$ cat src/rtl/mem_bus_pkg.sv
// Shared types and constants for the picorv32 native-bus interconnect.
package mem_bus_pkg;

  typedef enum logic [1:0] {
    IDLE = 2'd0,
    WAIT = 2'd1,
    DONE = 2'd2
  } state_t;

  localparam int          MAX_SLAVES        = 8;
  localparam logic [31:0] DEFAULT_ERR_RDATA = 32'hDEAD_BEEF;

endpackage

$ cat src/rtl/mem_bus_addr_decode.sv
// Combinational base/mask address decoder; the lowest matching slave index wins.
module mem_bus_addr_decode #(
  parameter int NUM_SLAVES = 4,
  parameter int IDX_W      = 2
) (
  input  logic [31:0]              m_addr,
  input  logic [32*NUM_SLAVES-1:0] slave_base,
  input  logic [32*NUM_SLAVES-1:0] slave_mask,
  output logic                     hit,
  output logic [IDX_W-1:0]         idx
);

  logic [NUM_SLAVES-1:0] hit_vec;

  genvar gi;
  generate
    for (gi = 0; gi < NUM_SLAVES; gi++) begin : g_hit
      assign hit_vec[gi] = (m_addr & slave_mask[32*gi +: 32]) == slave_base[32*gi +: 32];
    end
  endgenerate

  // Scan downwards so the lowest hitting index is the last one written.
  always_comb begin
    hit = |hit_vec;
    idx = '0;
    for (int i = NUM_SLAVES - 1; i >= 0; i--) begin
      if (hit_vec[i]) idx = IDX_W'(i);
    end
  end

endmodule

$ cat src/rtl/mem_bus_fabric.sv
// Single-master, N-slave registered interconnect for the picorv32 native bus,
// with per-access timeout and a sticky record of unmapped or hung accesses.
module mem_bus_fabric
  import mem_bus_pkg::*;
#(
  parameter int                        NUM_SLAVES = 4,
  parameter logic [32*NUM_SLAVES-1:0]  SLAVE_BASE = {32'h4000_0000, 32'h2000_0000,
                                                     32'h1000_0000, 32'h0000_0000},
  parameter logic [32*NUM_SLAVES-1:0]  SLAVE_MASK = {4{32'hFF00_0000}},
  parameter int                        TIMEOUT    = 64,
  parameter logic [31:0]               ERR_RDATA  = DEFAULT_ERR_RDATA
) (
  input  logic                     clk,
  input  logic                     resetn,
  input  logic                     m_valid,
  input  logic [31:0]              m_addr,
  input  logic [31:0]              m_wdata,
  input  logic [3:0]               m_wstrb,
  output logic                     m_ready,
  output logic [31:0]              m_rdata,
  output logic [NUM_SLAVES-1:0]    s_valid,
  output logic [31:0]              s_addr,
  output logic [31:0]              s_wdata,
  output logic [3:0]               s_wstrb,
  input  logic [NUM_SLAVES-1:0]    s_ready,
  input  logic [32*NUM_SLAVES-1:0] s_rdata,
  input  logic                     err_clear,
  output logic                     err_valid,
  output logic [31:0]              err_addr,
  output logic [7:0]               err_count
);

  localparam int IDX_W   = (NUM_SLAVES > 1) ? $clog2(NUM_SLAVES) : 1;
  localparam int TIMER_W = (TIMEOUT > 0) ? $clog2(TIMEOUT + 1) : 1;

  state_t             state_reg, state_next;
  logic [IDX_W-1:0]   sel_reg, sel_next;
  logic [TIMER_W-1:0] timer_reg, timer_next;
  logic [31:0]        rdata_q, rdata_next;
  logic               err_q, err_next;

  logic               dec_hit;
  logic [IDX_W-1:0]   dec_idx;
  logic               sel_ready;
  logic [31:0]        sel_rdata;
  logic               err_event;

  mem_bus_addr_decode #(
    .NUM_SLAVES (NUM_SLAVES),
    .IDX_W      (IDX_W)
  ) u_decode (
    .m_addr     (m_addr),
    .slave_base (SLAVE_BASE),
    .slave_mask (SLAVE_MASK),
    .hit        (dec_hit),
    .idx        (dec_idx)
  );

  // Only the selected slave's ready/rdata are observed.
  always_comb begin
    sel_ready = 1'b0;
    sel_rdata = '0;
    for (int i = 0; i < NUM_SLAVES; i++) begin
      if (sel_reg == IDX_W'(i)) begin
        sel_ready = s_ready[i];
        sel_rdata = s_rdata[32*i +: 32];
      end
    end
  end

  always_comb begin
    state_next = state_reg;
    sel_next   = sel_reg;
    timer_next = timer_reg;
    rdata_next = rdata_q;
    err_next   = err_q;
    case (state_reg)
      IDLE: begin
        if (m_valid) begin
          if (dec_hit) begin
            sel_next   = dec_idx;
            timer_next = '0;
            state_next = WAIT;
          end else begin
            err_next   = 1'b1;
            state_next = DONE;
          end
        end
      end
      WAIT: begin
        timer_next = timer_reg + 1'b1;
        // A master that drops its request abandons the access silently.
        if (!m_valid) begin
          state_next = IDLE;
        end else if (sel_ready) begin
          rdata_next = sel_rdata;
          err_next   = 1'b0;
          state_next = DONE;
        end else if ((TIMEOUT != 0) && (timer_reg == TIMER_W'(TIMEOUT - 1))) begin
          err_next   = 1'b1;
          state_next = DONE;
        end
      end
      DONE: state_next = IDLE;
      default: state_next = IDLE;
    endcase
  end

  assign err_event = (state_reg != DONE) && (state_next == DONE) && err_next;

  always_ff @(posedge clk) begin
    if (!resetn) begin
      state_reg <= IDLE;
      sel_reg   <= '0;
      timer_reg <= '0;
      rdata_q   <= '0;
      err_q     <= 1'b0;
      err_valid <= 1'b0;
      err_addr  <= '0;
      err_count <= '0;
    end else begin
      state_reg <= state_next;
      sel_reg   <= sel_next;
      timer_reg <= timer_next;
      rdata_q   <= rdata_next;
      err_q     <= err_next;
      // A new error in the same cycle as a clear reloads the record.
      if (err_event) begin
        if (err_clear || !err_valid) begin
          err_valid <= 1'b1;
          err_addr  <= m_addr;
        end
        if (err_clear) begin
          err_count <= 8'd1;
        end else if (err_count != 8'hFF) begin
          err_count <= err_count + 8'd1;
        end
      end else if (err_clear) begin
        err_valid <= 1'b0;
        err_addr  <= '0;
        err_count <= '0;
      end
    end
  end

  genvar gi;
  generate
    for (gi = 0; gi < NUM_SLAVES; gi++) begin : g_sval
      assign s_valid[gi] = (state_reg == WAIT) && (sel_reg == IDX_W'(gi));
    end
  endgenerate

  assign m_ready = (state_reg == DONE);
  assign m_rdata = err_q ? ERR_RDATA : rdata_q;
  assign s_addr  = m_addr;
  assign s_wdata = m_wdata;
  assign s_wstrb = m_wstrb;

endmodule

$ cat config.mk
export PLATFORM = sky130hd
export DESIGN_NAME = mem_bus_fabric
export DESIGN_NICKNAME = d
export VERILOG_FILES = /design/src/rtl/mem_bus_pkg.sv /design/src/rtl/mem_bus_addr_decode.sv /design/src/rtl/mem_bus_fabric.sv
export SDC_FILE = /design/constraint.sdc
export NUM_CORES = 1
export LEC_CHECK = 0
export CAP_MARGIN = 5
export CORE_AREA = 10 10 126 128
export DETAILED_ROUTE_END_ITERATION = 10
export DIE_AREA = 0 0 136 138
export DONT_BUFFER_PORTS = 1
export GPL_TIMING_DRIVEN = 0
export PLACE_DENSITY = 0.53
export SYNTH_ARGS = -nofsm -noshare
export SYNTH_HDL_FRONTEND = slang
export SYNTH_SLANG_ARGS = --single-unit
$ cat constraint.sdc
create_clock -name clk -period 2.5 [get_ports clk]
set_input_delay 0.5 -clock clk [delete_from_list [all_inputs] [get_ports clk]]
set_output_delay 0.5 -clock clk [all_outputs]
set_load 0.05 [all_outputs]
==> out/qor.txt <==
================================================================================
Outcome                                                                completed
Overall global routing resource usage                                      17.7%
Worst hold stages                                                              2
Hold Vio Cnt, Final                                                            0
Pre-Repair DR Iteration Count                                                  4
Wirelength per Cell                                                      23.5 um
Setup crit end kind                                                     register
Total grt overflow                                                             0
Root buffer cell                                                    sky130_fd_sc_hd__clkbuf_16
Fin Clk Skew                                                          0.00601 ns
Clock-pin transition on the worst setup and hold timing paths            0.06 ns
Number of antenna violations at the first check in global routing              1
Period utilization                                                         96.7%
Max-cap violations                                                             0
Non-filler cells in the finished layout                                      773
Critical Path Start Type                                                register
Area contributors post-synth                                        sky130_fd_sc_hd__dfxtp_1, sky130_fd_sc_hd__mux4_2, sky130_fd_sc_hd__buf_4
Number of global-route vias before repair                                   4371
Data arrival, critical path                                              2.70 ns
Highest net fanout along the worst path                                       10
Via density per instance                                                    5.46
Peak clock frequency supported by timing                               0.414 GHz
Average footprint of a synthesized cell                                8.82 um^2
Count of flip-flops with a built-in enable after synthesis                     0
Leakage dissipation                                                   0.00201 uW
WP data required                                                         2.79 ns
Final setup violating endpoints                                                0
Distinct cells, synth                                                         43
Number of placed instances, taps included                                    754
Post-detail-place hpwl                                                  14600 um
Sinks on Clock Net                                                            85
Layout cell share with drive strength beyond 1                             28.2%
Post-synth ARST share                                                         0%
Post-route DRC                                                                 0
Die W                                                                     136 um
Initial cell density of the core                                           37.5%
Final weighted congestion in routability-driven placement                  0.812
Fillers                                                                     1361
Input/output buffers                                                           0
Maximum number of pins on one net before global-route repair                  15
Area enclosed by the die boundary                                    0.0188 mm^2
Share of the yosys chip area belonging to registers                        33.6%
Worst rel slew slack                                                       32.0%
Final design instance area without fill                             0.00569 mm^2
Final Net Count                                                              793
Max-slew violation total from the final report                                 0
Wire length of the first global-routing pass                            26500 um
Most used flip-flop cell after synthesis                            sky130_fd_sc_hd__dfxtp_1
Clock tree from TritonCTS                                                    yes
Number of H-tree branching levels                                              3
Vias                                                                        4223
Min Tclk post-route                                                      2.42 ns
Synth Cell Area                                                     0.00506 mm^2
Storage element area                                                0.00170 mm^2
Worst-margin pin slew                                                    1.02 ns
Number of instances in the synthesized netlist                               574
Cell count of the worst reg-to-reg path                                        5
Violation count after the first detailed-routing iteration                   169
Total power per unit cell area                                       641 mW/mm^2
Clock insertion delay at the later pin of the skew report                0.34 ns
Area delta synth->final                                                    12.5%
Number of nets produced by synthesis                                         780
Clk buf depth                                                                  2
Multi-input logic area                                              0.00273 mm^2
Cts bufs inserted                                                              9
Number of I/O pins                                                           350
Category of the critical setup timing path                          register to register
Cell Rows                                                                     43
Hold-fix buffers, CTS                                                          0
Core Region                                                          0.0135 mm^2
Number of warnings issued by yosys                                             0
Unrepaired setup endpoints after global routing                            false
Placed standard-cell area                                           0.00530 mm^2
Fraction of synthesized cell area taken by the top area cell type          33.6%
Count of state elements after synthesis                                       85
Number of routed nets with antenna violations                                  0
Height of the chip                                                        138 um
Max rail drop VDD                                                         309 uV
Largest registers                                                   err_addr (32), rdata_q (32), err_count (8)
Post-synth top area cell                                            sky130_fd_sc_hd__dfxtp_1
Hold crit path type                                                 input pin to register
Drt total wl                                                            18200 um
Reg-to-reg slack, setup                                                  0.08 ns
================================================================================
what timing repair did:
| action | in CTS | in global routing |
|---|---|---|
| resized for setup | 14 | 14 |
| pin swaps | 0 | 1 |
| buffers inserted | 0 | 2 |
| endpoints found under the setup margin | 39 | 35 |
| endpoints found under the hold margin | 0 | 0 |
synthesized netlist by cell type, drive strengths merged, types with 6 or more instances:
| library cell | number |
|---|---|
| or2 | 25 |
| and2 | 6 |
| nor2b | 10 |
| mux4 | 33 |
| nand3b | 35 |
| a21oi | 11 |
| clkbuf | 30 |
| o22ai | 32 |
| nand3 | 7 |
| dfxtp | 85 |
| buf | 79 |
| nor2 | 17 |
| nand2 | 117 |
| o21ai | 11 |
| a21boi | 34 |
logic make-up after synthesis:
kind of cell	synth area share (%)
and+or+nand+nor	22.9
buffers and inverters	13.5
xor gates and xnor gates	0.173
AOI/OAI and AO/OA	14.2
DFF	33.6
muxes	14.9
adders and majority gates	0.692
final cells by class:
type	instances	area share, %
antenna	1	0.0439
buffer	109	12.2
clock buffer	12	4.50
clock inverter	4	0.945
inverter	4	0.264
multi-input combinational	376	48.0
sequential	85	29.9
tap	180	3.96
timing repair buffer	2	0.264
routing by layer:
layer	up-vias	global-route usage, %	wire (um)
met5	-	0	0
met4	0	4.94	190
met3	18	7.83	1880
met2	214	30.5	9230
met1	2012	19.1	6870
li1	1979	-	-
per-stage QoR:
step	setup TNS, ns	utilization [%]	setup slack, ns	hold WS, ns	total power (uW)
final	0	42.2	0.0827	0.299	3650
after global routing	0	42.2	0.00283	0.287	3790
after CTS	0	41.8	0.00338	0.286	3690
after detailed placement	-11.75	39.2	-0.552	0.443	2290
after global placement	-10.67	39.2	-0.515	0.437	2290
after floorplan	0	-	0.00919	0.423	2190
power breakdown:
group,leakage [uW],internal [uW],switching (uW),total [uW]
combinational,0.00118,207,526,733
clock,0.000145,833,558,1390
sequential,0.000690,1390,140,1530
total,0.00201,2430,1220,3650
worst paths after layout:
| check | from | end |
|---|---|---|
| setup reg to reg | sel_reg[0] | err_count[3] |
| setup / recovery | sel_reg[0] | err_count[3] |
| hold / removal | m_addr[10] | err_addr[10] |
| hold reg to reg | timer_reg[6] | timer_reg[6] |
layout by cell type (no fill, tap or decap), types with 2 or more instances in the layout:
cell | Yosys | layout
sky130_fd_sc_hd__nand2_1 | 117 | 116
sky130_fd_sc_hd__dfxtp_1 | 85 | 85
sky130_fd_sc_hd__buf_4 | 68 | 74
sky130_fd_sc_hd__nand3b_1 | 35 | 35
sky130_fd_sc_hd__a21boi_0 | 34 | 34
sky130_fd_sc_hd__mux4_2 | 33 | 33
sky130_fd_sc_hd__o22ai_1 | 32 | 32
sky130_fd_sc_hd__clkbuf_1 | 30 | 25
sky130_fd_sc_hd__or2_2 | 25 | 25
sky130_fd_sc_hd__nor2_1 | 17 | 15
sky130_fd_sc_hd__o21ai_0 | 11 | 11
sky130_fd_sc_hd__nor2b_1 | 10 | 10
sky130_fd_sc_hd__a21oi_1 | 10 | 10
sky130_fd_sc_hd__clkbuf_16 | 0 | 9
sky130_fd_sc_hd__nand3_1 | 7 | 7
sky130_fd_sc_hd__and2_1 | 6 | 6
sky130_fd_sc_hd__a31oi_1 | 5 | 5
sky130_fd_sc_hd__buf_1 | 6 | 5
sky130_fd_sc_hd__inv_1 | 4 | 4
sky130_fd_sc_hd__clkbuf_2 | 0 | 4
sky130_fd_sc_hd__nor3_1 | 5 | 4
sky130_fd_sc_hd__buf_2 | 5 | 3
sky130_fd_sc_hd__nor2_4 | 0 | 2
sky130_fd_sc_hd__nand2b_1 | 2 | 2
sky130_fd_sc_hd__a31o_2 | 2 | 2
sky130_fd_sc_hd__o31ai_1 | 2 | 2
sky130_fd_sc_hd__o211ai_1 | 2 | 2
sky130_fd_sc_hd__ha_1 | 2 | 2
sky130_fd_sc_hd__clkinvlp_4 | 0 | 2
sky130_fd_sc_hd__clkbuf_8 | 0 | 2
critical path, cell delays in order (launching register included):
cell and delay [ns]:
sky130_fd_sc_hd__dfxtp_1 0.36, sky130_fd_sc_hd__mux4_2 0.58, sky130_fd_sc_hd__or4_4 0.61, sky130_fd_sc_hd__a21oi_4 0.29, sky130_fd_sc_hd__or4b_1 0.45, sky130_fd_sc_hd__nand2_1 0.07
No activity file was read; power rests on OpenSTA's default activity.
